File: config.mk
export PLATFORM = sky130hd
export DESIGN_NAME = fifo_wr_arbiter_flat
export DESIGN_NICKNAME = d
export VERILOG_FILES = /design/src/rtl/fifo_wr_arbiter_if.sv /design/src/rtl/fifo_wr_arbiter.sv /design/src/flat_wrapper.sv
export SDC_FILE = /design/constraint.sdc
export NUM_CORES = 1
export LEC_CHECK = 0
export BUFFER_PORTS_ARGS = -buffer_cell sky130_fd_sc_hd__buf_2
export CORE_AREA = 2 2 67 69
export DETAILED_ROUTE_END_ITERATION = 8
export DIE_AREA = 0 0 69 71
export PLACE_DENSITY = 0.86
export SLEW_MARGIN = 20
export SYNTH_ARGS = -nofsm -noshare
export SYNTH_HDL_FRONTEND = slang
export SYNTH_SLANG_ARGS = --single-unit
File: constraint.sdc
create_clock -name clk -period 4.4 [get_ports clk]
set_input_delay 0.22 -clock clk [delete_from_list [all_inputs] [get_ports clk]]
set_output_delay 0.22 -clock clk [all_outputs]
set_load 0.02 [all_outputs]
File: src/rtl/fifo_wr_arbiter_if.sv
// rtl/fifo_wr_arbiter_if.sv - requester/FIFO-side signal bundle for the FIFO write arbiter
interface fifo_wr_arbiter_if #(
    parameter int N_REQ      = 4,
    parameter int DATA_WIDTH = 16
);
    localparam int OW = (N_REQ > 1) ? $clog2(N_REQ) : 1;

    logic [N_REQ-1:0]            req;
    logic [N_REQ*DATA_WIDTH-1:0] req_data;
    logic [N_REQ-1:0]            gnt;
    logic                        fifo_full;
    logic                        fifo_almostfull;
    logic                        fifo_wr_en;
    logic [DATA_WIDTH-1:0]       fifo_data_in;
    logic [OW-1:0]               owner;
    logic                        busy;

    modport master (
        output req, req_data, fifo_full, fifo_almostfull,
        input  gnt, fifo_wr_en, fifo_data_in, owner, busy
    );

    modport slave (
        input  req, req_data, fifo_full, fifo_almostfull,
        output gnt, fifo_wr_en, fifo_data_in, owner, busy
    );
endinterface

File: src/rtl/fifo_wr_arbiter.sv
// rtl/fifo_wr_arbiter.sv - round-robin burst arbiter feeding one FIFO write port
module fifo_wr_arbiter #(
    parameter int N_REQ      = 4,
    parameter int DATA_WIDTH = 16,
    parameter int MAX_BURST  = 4
) (
    input  logic            clk,
    input  logic            rst,
    fifo_wr_arbiter_if.slave bus
);
    localparam int OW = (N_REQ > 1) ? $clog2(N_REQ) : 1;
    localparam int CW = 5;

    typedef enum logic {IDLE, BURST} state_t;

    state_t                 state;
    logic [OW-1:0]          rr_ptr;
    logic [OW-1:0]          owner_q;
    logic [CW-1:0]          cnt;
    logic                   wr_en_q;
    logic [DATA_WIDTH-1:0]  data_q;

    logic                   space_ok;
    logic                   found;
    logic [OW-1:0]          pick;
    logic [OW-1:0]          cand;
    int                     idx_i;
    logic [N_REQ-1:0]       gnt_c;
    logic                   xfer;
    logic [OW-1:0]          xidx;
    logic [DATA_WIDTH-1:0]  xword;

    function automatic logic [OW-1:0] next_idx(input logic [OW-1:0] v);
        if (v == OW'(N_REQ - 1))
            return '0;
        return v + OW'(1);
    endfunction

    // A write already in flight consumes the last free slot, so almostfull only blocks then.
    assign space_ok = !bus.fifo_full && !(bus.fifo_almostfull && wr_en_q);

    always_comb begin
        found = 1'b0;
        pick  = '0;
        cand  = '0;
        idx_i = 0;
        for (int k = 0; k < N_REQ; k++) begin
            idx_i = int'(rr_ptr) + k;
            if (idx_i >= N_REQ)
                idx_i = idx_i - N_REQ;
            cand = OW'(idx_i);
            if (!found && bus.req[cand]) begin
                found = 1'b1;
                pick  = cand;
            end
        end
    end

    always_comb begin
        gnt_c = '0;
        if (!rst) begin
            if (state == IDLE) begin
                if (space_ok && found)
                    gnt_c[pick] = 1'b1;
            end else begin
                gnt_c[owner_q] = space_ok;
            end
        end
    end

    assign xfer = |(bus.req & gnt_c);
    assign xidx = (state == IDLE) ? pick : owner_q;

    always_comb begin
        xword = '0;
        for (int k = 0; k < N_REQ; k++) begin
            if (xidx == OW'(k))
                xword = bus.req_data[k*DATA_WIDTH +: DATA_WIDTH];
        end
    end

    always_ff @(posedge clk) begin
        if (rst) begin
            state   <= IDLE;
            rr_ptr  <= '0;
            owner_q <= '0;
            cnt     <= '0;
            wr_en_q <= 1'b0;
            data_q  <= '0;
        end else begin
            wr_en_q <= xfer;
            if (xfer)
                data_q <= xword;
            case (state)
                IDLE: begin
                    if (xfer) begin
                        if (MAX_BURST == 1) begin
                            rr_ptr <= next_idx(pick);
                        end else begin
                            state   <= BURST;
                            owner_q <= pick;
                            cnt     <= CW'(1);
                        end
                    end
                end
                BURST: begin
                    // Owner withdrawing costs one idle cycle before the next arbitration.
                    if (!bus.req[owner_q]) begin
                        state  <= IDLE;
                        rr_ptr <= next_idx(owner_q);
                        cnt    <= '0;
                    end else if (xfer) begin
                        if (cnt == CW'(MAX_BURST - 1)) begin
                            state  <= IDLE;
                            rr_ptr <= next_idx(owner_q);
                            cnt    <= '0;
                        end else begin
                            cnt <= cnt + CW'(1);
                        end
                    end
                end
                default: state <= IDLE;
            endcase
        end
    end

    assign bus.gnt          = gnt_c;
    assign bus.fifo_wr_en   = wr_en_q;
    assign bus.fifo_data_in = data_q;
    assign bus.owner        = owner_q;
    assign bus.busy         = (state == BURST) && !rst;
endmodule

File: src/flat_wrapper.sv
// flat-port wrapper written by rule: the top's interface ports become plain ports
module fifo_wr_arbiter_flat 
#(
    parameter int N_REQ      = 4,
    parameter int DATA_WIDTH = 16,
    parameter int MAX_BURST  = 4
)
  (clk, rst, bus_req, bus_req_data, bus_fifo_full, bus_fifo_almostfull, bus_gnt, bus_fifo_wr_en, bus_fifo_data_in, bus_owner, bus_busy);
  fifo_wr_arbiter_if #(.N_REQ(N_REQ), .DATA_WIDTH(DATA_WIDTH)) bus_i ();
  input  logic clk;
  input  logic rst;
  input wire logic [$bits(bus_i.req)-1:0] bus_req;
  input wire logic [$bits(bus_i.req_data)-1:0] bus_req_data;
  input wire logic [$bits(bus_i.fifo_full)-1:0] bus_fifo_full;
  input wire logic [$bits(bus_i.fifo_almostfull)-1:0] bus_fifo_almostfull;
  output wire logic [$bits(bus_i.gnt)-1:0] bus_gnt;
  output wire logic [$bits(bus_i.fifo_wr_en)-1:0] bus_fifo_wr_en;
  output wire logic [$bits(bus_i.fifo_data_in)-1:0] bus_fifo_data_in;
  output wire logic [$bits(bus_i.owner)-1:0] bus_owner;
  output wire logic [$bits(bus_i.busy)-1:0] bus_busy;
  assign bus_i.req = bus_req;
  assign bus_i.req_data = bus_req_data;
  assign bus_i.fifo_full = bus_fifo_full;
  assign bus_i.fifo_almostfull = bus_fifo_almostfull;
  assign bus_gnt = bus_i.gnt;
  assign bus_fifo_wr_en = bus_i.fifo_wr_en;
  assign bus_fifo_data_in = bus_i.fifo_data_in;
  assign bus_owner = bus_i.owner;
  assign bus_busy = bus_i.busy;
  fifo_wr_arbiter #(.N_REQ(N_REQ), .DATA_WIDTH(DATA_WIDTH), .MAX_BURST(MAX_BURST)) u_core (.clk(clk), .rst(rst), .bus(bus_i));
endmodule
==> results of run 1 <==
==> synth_stat cells (5+ instances only) <==
cell,n,share of area (%)
dfxtp_1,27,27
nand2b_1,22,6.8
nand3_1,8,2.0
a21oi_1,24,5.9
clkbuf_1,8,1.5
mux2i_1,18,8.9
inv_1,7,1.3
ha_1,5,3.1
buf_2,6,1.5
nor2_1,12,2.2
a32o_1,16,7.9
nand2_1,60,11
==> metal layers <==
metal / up-vias / part of all wire [%]
li1: 1102 / -
met1: 1024 / 41
met4: 0 / 1.1
met3: 8 / 7.5
met5: - / 0
met2: 102 / 50
==> final timing paths <==
check,startpoint,end,depth (start not counted)
max,u_core.state,u_core.cnt[0],6
min,bus_req_data[54],u_core.bus.fifo_data_in[6],4
max reg2reg,u_core.state,u_core.cnt[0],6
min reg2reg,u_core.bus.fifo_data_in[1],u_core.bus.fifo_data_in[1],2
==> worst max-delay path, cell delays in order (launching register included) <==
cell and delay [ns]:
dfxtp_1 0.76, inv_1 0.31, o21ai_0 0.33, a211oi_2 0.18
a21oi_4 0.30, nand2_4 0.27, a221oi_2 0.29
==> cell families (layout without fill, tap and decap cells) <==
group / after synthesis / count (layout) / share of synthesized area (%)
XOR/XNOR: 1 / 1 / 0.431
AND/OR/NAND/NOR: 120 / 120 / 28.3
adder cells (fa/ha/maj): 5 / 5 / 3.08
AO/OA/AOI/OAI: 64 / 64 / 25.5
buffers and inverters: 24 / 108 / 5.60
multiplexers: 20 / 20 / 10.5
flip-flops: 27 / 27 / 26.6
==> report_power, final <==
group	total (mW)	switching, mW	leakage [nW]	internal, mW
Sequential	0.315	0.0315	0.222	0.283
Clock	0.145	0.0811	0.0255	0.0635
Combinational	0.368	0.213	0.885	0.155
==> registers in the layout, summed over array words and instances, names as in the netlist <==
register                 cells
u_core.bus.fifo_data_in     16
u_core.cnt                   5
u_core.bus.owner             2
u_core.rr_ptr                2
u_core.bus.fifo_wr_en        1
u_core.state                 1
==> area by class of cell <==
class,instances,area share [%]
Clock buffer,3,1.61
Clock inverter,1,0.196
Inverter,7,1.03
Multi-Input combinational cell,210,54.2
Sequential cell,27,21.1
Tap cell,52,2.54
Timing Repair Buffer,97,19.3
==> flow_summary.ini, run 1 <==
[outcome]
run_status = finished clean

[sta]
hold_violations = 0
fin_setup_tns_ns = 0
tightest_slew_ns = 0.880
period_needed_ns = 2.53
relSlewSlack_pct = 39.8
report.final.slew_viol_count = 0
fin_skew_ns = 0.00406
hold_ws_ns = 0.303
post-route-period-util_pct = 57.5
rsz0062_at_grt = no
final.setup.worst_slack_ns = 1.87
setup_viol = 0
clock.fmax_ghz = 0.395

[yosys]
ys_async_sr_fraction_pct = 0
synthFlopType = dfxtp_1
syn-instance-count = 261
ys.warnings.count = 0
ys_types = 48
ys_ff_latch = 27
synthesis.area_sq_um = 2030
synth_edf_count = 0
yosysSeqAreaShare_pct = 26.6
synth.avg_cell_area_sq_um = 7.79
synth.net_count = 338

[final_layout]
drive_gt1_share_pct = 33.3
antenna_cells = 0
fin_area_sq_um = 2560
multi_input_area_sq_um = 1390
fillers = 390
layout_common_cells = buf_2, nand2_1, dfxtp_1, a21oi_1, nand2b_1
final_common_cell = buf_2
post-route-util_pct = 60.8
layout.area.seq_sq_um = 541
final-instance-count-excl-fill = 397
final_nets = 423
area_delta_synth_final_pct = 25.9

[grt]
grt-ovfl-total = 0
grt_pass1_vias = 2023
antenna_found_initial = 0
met1_usage_pct = 26.8
grt_use_met2_pct = 38.5
met3_usage_pct = 4.99
grt_pass1_wl_microns = 8940
grt_busiest_layer = met2
grt_max_degree = 33
grt_usage_pct = 21.8

[critical_path]
cp_max_fo = 20
reg2reg_slack_ns = 1.87
cp.arrival_ns = 2.72
cp-start-kind = flop
crit_required_ns = 4.59
crit_type = reg -> reg
crit_path_end_kind = flop

[floorplan]
die_w_microns = 69
die_y_microns = 71
dieArea_sq_um = 4900
placeableCoreArea_sq_um = 4200
start_util_pct = 48.3
io_pins = 96
fp-row-count = 24

[clock_tree]
cts_resized = 0
holdBufCountCts = 0
root_buffer = clkbuf_8
cts_tree = built
cts_buffer_depth = 2
clk_latency_ns = 0.27
post_cts_buffers = 0
h-tree-depth = 1
cts_sinks = 27
path_clk_slew_ns = 0.10
cts_buffers = 3

[detailed_routing]
vias = 2236
drc = 0
wl_per_cell_microns = 14.2
routed_wl_microns = 5620
drt_iter0_markers = 180
firstDrtPassIters = 4
via_per_inst = 5.63
ant_nets = 0

[place]
gp_congestion = 0.904
dp_hpwl_microns = 4210
pre_cts_ws_ns = 1.84
placedCellCount = 392
io_buffers = 95
place_area_sq_um = 2500

[power_and_ir_drop]
power_density_nw_per_um2 = 323
p_total_mw = 0.827
ir_drop_mv = 0.293
p_leak_nw = 1.13

[flow_run]
cap_violations = 0

[hold_path]
hp-class = in -> reg
No activity file was read; power rests on OpenSTA's default activity.
==> inputs of run 2 (changes only) <==
Settings changed: CORE_AREA 2 2 67 69 to 2 2 69 71, DIE_AREA 0 0 69 71 to 0 0 71 73, PLACE_DENSITY 0.86 to 0.81.
Clock period 4.4 ns to 2.6 ns, I/O delays scaled along.
==> flow_summary.ini, run 2 (same netlist as run 1, synthesis figures left out) <==
[power_and_ir_drop]
netSwitchingPower_mw = 0.558
clkPwrFrac_pct = 17.3
p_leak_nw = 1.15
power_frac_comb_pct = 45.2
p_seq_share_pct = 37.5
ir_drop_mv = 0.325
power_density_nw_per_um2 = 546
switching_share_pct = 39.5
p_total_mw = 1.41
p_int_mw = 0.855

[critical_path]
crit_type = reg -> reg
reg2reg_slack_ns = 0.27
crit_required_ns = 2.79
reg2reg_from = u_core.bus.owner[1]
reg2regPathDepth = 8
crit_chain = inv_1 -> ha_1 -> a222oi_1 -> and2_1 -> a211oi_2 -> a21oi_4 -> nand2_4 -> a221oi_2
cp-start-kind = flop
crit_slowest_cell = dfxtp_1
timing.rr.end = u_core.cnt[0]
crit_path_end_kind = flop
cp.arrival_ns = 2.52
slowest_delay_ns = 0.44
cp_max_fo = 18

[outcome]
run_status = finished clean

[sta]
hold_violations = 0
report.final.slew_viol_count = 0
fin_skew_ns = 0.00872
post-route-period-util_pct = 89.7
rsz0062_at_grt = no
tightest_slew_ns = 0.586
clock.fmax_ghz = 0.429
final.setup.worst_slack_ns = 0.268
period_needed_ns = 2.33
relSlewSlack_pct = 61.0
hold_ws_ns = 0.212
setup_viol = 0
fin_setup_tns_ns = 0

[grt]
grt_max_degree = 33
antenna_found_initial = 0
grt_pass1_vias = 2022
grt_pass1_wl_microns = 8980
grt-ovfl-total = 0
grt_usage_pct = 21.2

[floorplan]
io_pins = 96
placeableCoreArea_sq_um = 4540
die_w_microns = 71
fp-row-count = 25
dieArea_sq_um = 5180
start_util_pct = 44.8
die_y_microns = 73

[place]
gp_congestion = 0.918
dp_hpwl_microns = 4340
io_buffers = 95
pre_cts_ws_ns = 0.242

[detailed_routing]
vias = 2207
ant_nets = 0
via_per_inst = 5.48
routed_wl_microns = 5770
firstDrtPassIters = 4
wl_per_cell_microns = 14.3
drc = 0
drt_iter0_markers = 153

[final_layout]
final_common_cell = buf_2
largest_register_ffs = 16
layout_common_cells = buf_2, nand2_1, dfxtp_1, a21oi_1, nand2b_1
final_nets = 427
drive_gt1_share_pct = 34.4
area_delta_synth_final_pct = 27.5
antenna_cells = 0
post-route-util_pct = 57.1

[clock_tree]
cts_resized = 0
path_clk_slew_ns = 0.10
h-tree-depth = 1
clk_latency_ns = 0.28
cts_buffers = 3
cts_tree = built
root_buffer = clkbuf_8
cts_sinks = 27
cts_buffer_depth = 2
holdBufCountCts = 0
post_cts_buffers = 0

[hold_path]
hold_path_depth = 4
min_to = u_core.bus.fifo_data_in[13]
hp-class = in -> reg
min-delay-start = bus_req_data[61]

[flow_run]
cap_violations = 0
-- run 2: cell types whose count changed in the layout (fill, tap and decap cells not counted) --
cell,change
buf_4,+5
dfxtp_1,-1
buf_6,-1
dfxtp_2,+1
clkinv_2,-1
clkinvlp_4,+1
-- run 2: routing by layer --
| metal | global-route usage [%] | part of all wire, % |
|---|---|---|
| met3 | 4.01 | 5.7 |
| met1 | 27.1 | 43 |
| met4 | 6.08 | 1.1 |
| met2 | 36.7 | 51 |
| met5 | 0 | 0 |
-- run 2: final cells by class --
type | instances | area, sq um
fill | 407 | 1950
inverter | 7 | 26.3
tap | 54 | 67.6
clock inverter | 1 | 7.51
sequential | 27 | 542
clock buffer | 3 | 41.3
multi-input combinational | 210 | 1390
timing repair buffer | 101 | 520
-- run 2: how the worst max path moves through the flow --
| stage | from | endpoint | slack (ns) |
|---|---|---|---|
| 3_5_place_dp | u_core.bus.owner[0] | u_core.cnt[0] | 0.24 |
| 2_1_floorplan | u_core.bus.owner[0] | u_core.bus.fifo_data_in[10] | 0.38 |
| 6_report | u_core.bus.owner[1] | u_core.cnt[0] | 0.27 |
| 5_1_grt | u_core.bus.owner[1] | u_core.cnt[0] | 0.03 |
| 3_3_place_gp | u_core.bus.owner[0] | u_core.cnt[0] | 0.29 |
| 4_1_cts | u_core.bus.owner[0] | u_core.cnt[0] | 0.19 |
-- run 2: critical path, delay by kind of cell (launching register included) --
kind	cells	cell delay [ns]
compound gates	4	1.02
simple gates	2	0.47
buf+inv	1	0.12
fa+ha+maj	1	0.20
flops	1	0.44
-- run 2: per-stage QoR --
stage,instance area (sq um),cells
2_1_floorplan,2030,261
3_3_place_gp,2540,399
3_5_place_dp,2540,399
4_1_cts,2590,403
5_1_grt,2590,403
6_report,2590,403
-- run 2: power groups by stage --
stage          logic [mW]  clock network [mW]  registers, mW
3_5_place_dp        0.638                   0          0.536
4_1_cts             0.640               0.251          0.529
3_3_place_gp        0.621                   0          0.534
6_report            0.638               0.245          0.530
2_1_floorplan       0.377                   0          0.598
5_1_grt             0.696               0.266          0.536
==> inputs of run 3 (changes only) <==
Settings changed: CORE_AREA 2 2 69 71 to 2 2 73 75, DIE_AREA 0 0 71 73 to 0 0 75 77, PLACE_DENSITY 0.81 to 0.77.
Clock period 2.6 ns to 1.9 ns, I/O delays scaled along.
==> flow_summary.ini, run 3 (same netlist as run 1, synthesis figures left out) <==
[critical_path]
reg2reg_from = u_core.bus.owner[0]
cp.arrival_ns = 2.24
crit_required_ns = 2.08
cp_max_fo = 6
cp-start-kind = flop
crit_slowest_cell = dfxtp_4
crit_family = buffers and inverters
crit_chain = inv_4 -> buf_4 -> ha_1 -> o21ai_1 -> nor2_1 -> a21oi_4 -> buf_6 -> nand2_8 -> clkbuf_16 -> mux2i_1
cp_num_buf_inv = 4
crit_path_end_kind = flop
slowest_delay_ns = 0.41
reg2reg_slack_ns = -0.15
crit_type = reg -> reg
reg2regPathDepth = 10
timing.rr.end = u_core.bus.fifo_data_in[10]

[outcome]
run_status = finished with violations
violations = negative setup slack

[final_layout]
fin_area_sq_um = 3120
drive_gt1_share_pct = 46.0
largest_register_ffs = 16
post-route-util_pct = 62.7
layout_common_cells = buf_2, nand2_1, buf_4, a21oi_1
final_nets = 463
final_common_cell = buf_2
antenna_cells = 0
area_delta_synth_final_pct = 53.7

[place]
gp_congestion = 0.940
place_area_sq_um = 2810
io_buffers = 95
dp_hpwl_microns = 4710
pre_cts_ws_ns = -0.215

[floorplan]
placeableCoreArea_sq_um = 4980
fp-row-count = 26
die_w_microns = 75
dieArea_sq_um = 5780
die_y_microns = 77
start_util_pct = 40.8
io_pins = 96

[grt]
grt-ovfl-total = 0
grt_pass1_vias = 2136
grt_max_degree = 33
grt_pass1_wl_microns = 10100
antenna_found_initial = 0
grt_usage_pct = 22.2

[hold_path]
min-delay-start = bus_req_data[63]
min_to = u_core.bus.fifo_data_in[15]
hp-class = in -> reg
hold_path_depth = 4

[sta]
rsz0062_at_grt = yes
final.setup.worst_slack_ns = -0.152
period_needed_ns = 2.05
report.final.slew_viol_count = 0
post-route-period-util_pct = 108
hold_violations = 0
setup_viol = 28
relSlewSlack_pct = 50.4
tightest_slew_ns = 0.742
fin_skew_ns = 0.0136
clock.fmax_ghz = 0.487

[clock_tree]
clk_latency_ns = 0.28
h-tree-depth = 1
cts_sinks = 27
cts_tree = built
root_buffer = clkbuf_8
cts_buffers = 3
cts_buffer_depth = 2
path_clk_slew_ns = 0.11

[flow_run]
cap_violations = 0

[detailed_routing]
drt_iter0_markers = 163
drc = 0
firstDrtPassIters = 5
routed_wl_microns = 6890
vias = 2425
ant_nets = 0
via_per_inst = 5.33
wl_per_cell_microns = 15.1

[power_and_ir_drop]
ir_drop_mv = 0.426
p_leak_nw = 1.38
power_density_nw_per_um2 = 696
-- run 3: layer usage --
metal  part of all wire (%)  up-vias  track usage [%]
met5                      0        -                0
met4                    1.3        0             6.61
met3                    6.7        8             4.47
met2                     53      112             37.6
met1                     39     1123             27.8
li1                       -     1182                -
-- run 3: final cells by class --
class,instances,area [sq um]
Clock inverter,1,6.26
Multi-Input combinational cell,211,1540
Inverter,7,31.3
Sequential cell,27,552
Clock buffer,3,41.3
Fill cell,391,1850
Tap cell,70,87.6
Timing Repair Buffer,136,865
-- run 3: how the worst max path moves through the flow --
stage	slack, ns	start	depth (start not counted)	endpoint
2_1_floorplan	-0.08	u_core.bus.owner[0]	9	u_core.bus.fifo_data_in[10]
3_3_place_gp	-0.11	u_core.rr_ptr[1]	7	u_core.bus.fifo_data_in[7]
3_5_place_dp	-0.21	u_core.rr_ptr[0]	6	u_core.bus.fifo_data_in[8]
4_1_cts	-0.1	u_core.bus.owner[0]	8	u_core.rr_ptr[0]
5_1_grt	-0.22	u_core.bus.owner[1]	10	u_core.bus.fifo_data_in[7]
6_report	-0.15	u_core.bus.owner[0]	10	u_core.bus.fifo_data_in[10]
-- run 3: repair_timing --
item                                    4_1_cts  5_1_grt
endpoints found under the setup margin       29       30
pin swaps                                     7       13
resized for setup                            19       19
cloned                                        2        1
hold buffers                                  0        0
endpoints found under the hold margin         0        0
setup buffers                                 2        6
-- run 3: metrics by stage --
| stage | cells | hold slack [ns] | TNS, ns | power, mW |
|---|---|---|---|---|
| global route | 455 | 0.179 | -5.22 | 2.29 |
| finish | 455 | 0.168 | -3.01 | 2.17 |
| global placement | 440 | 0.456 | -1.89 | 1.67 |
| CTS | 448 | 0.169 | -1.34 | 2.10 |
| detailed placement | 440 | 0.462 | -3.74 | 1.69 |
| floorplan | 261 | 0.346 | -0.831 | 1.35 |
-- run 3: worst reg2reg max path, stage by stage (launching register included) --
cell       delay (ns)
dfxtp_4          0.41
inv_4            0.05
buf_4            0.14
ha_1             0.22
o21ai_1          0.27
nor2_1           0.13
a21oi_4          0.25
buf_6            0.15
nand2_8          0.07
clkbuf_16        0.18
mux2i_1          0.11
-- run 3: power breakdown --
part / switching (mW) / leakage [nW] / internal, mW
clock: 0.197 / 0.0260 / 0.150
combinational: 0.600 / 1.13 / 0.506
sequential: 0.0632 / 0.225 / 0.658
total: 0.860 / 1.38 / 1.31
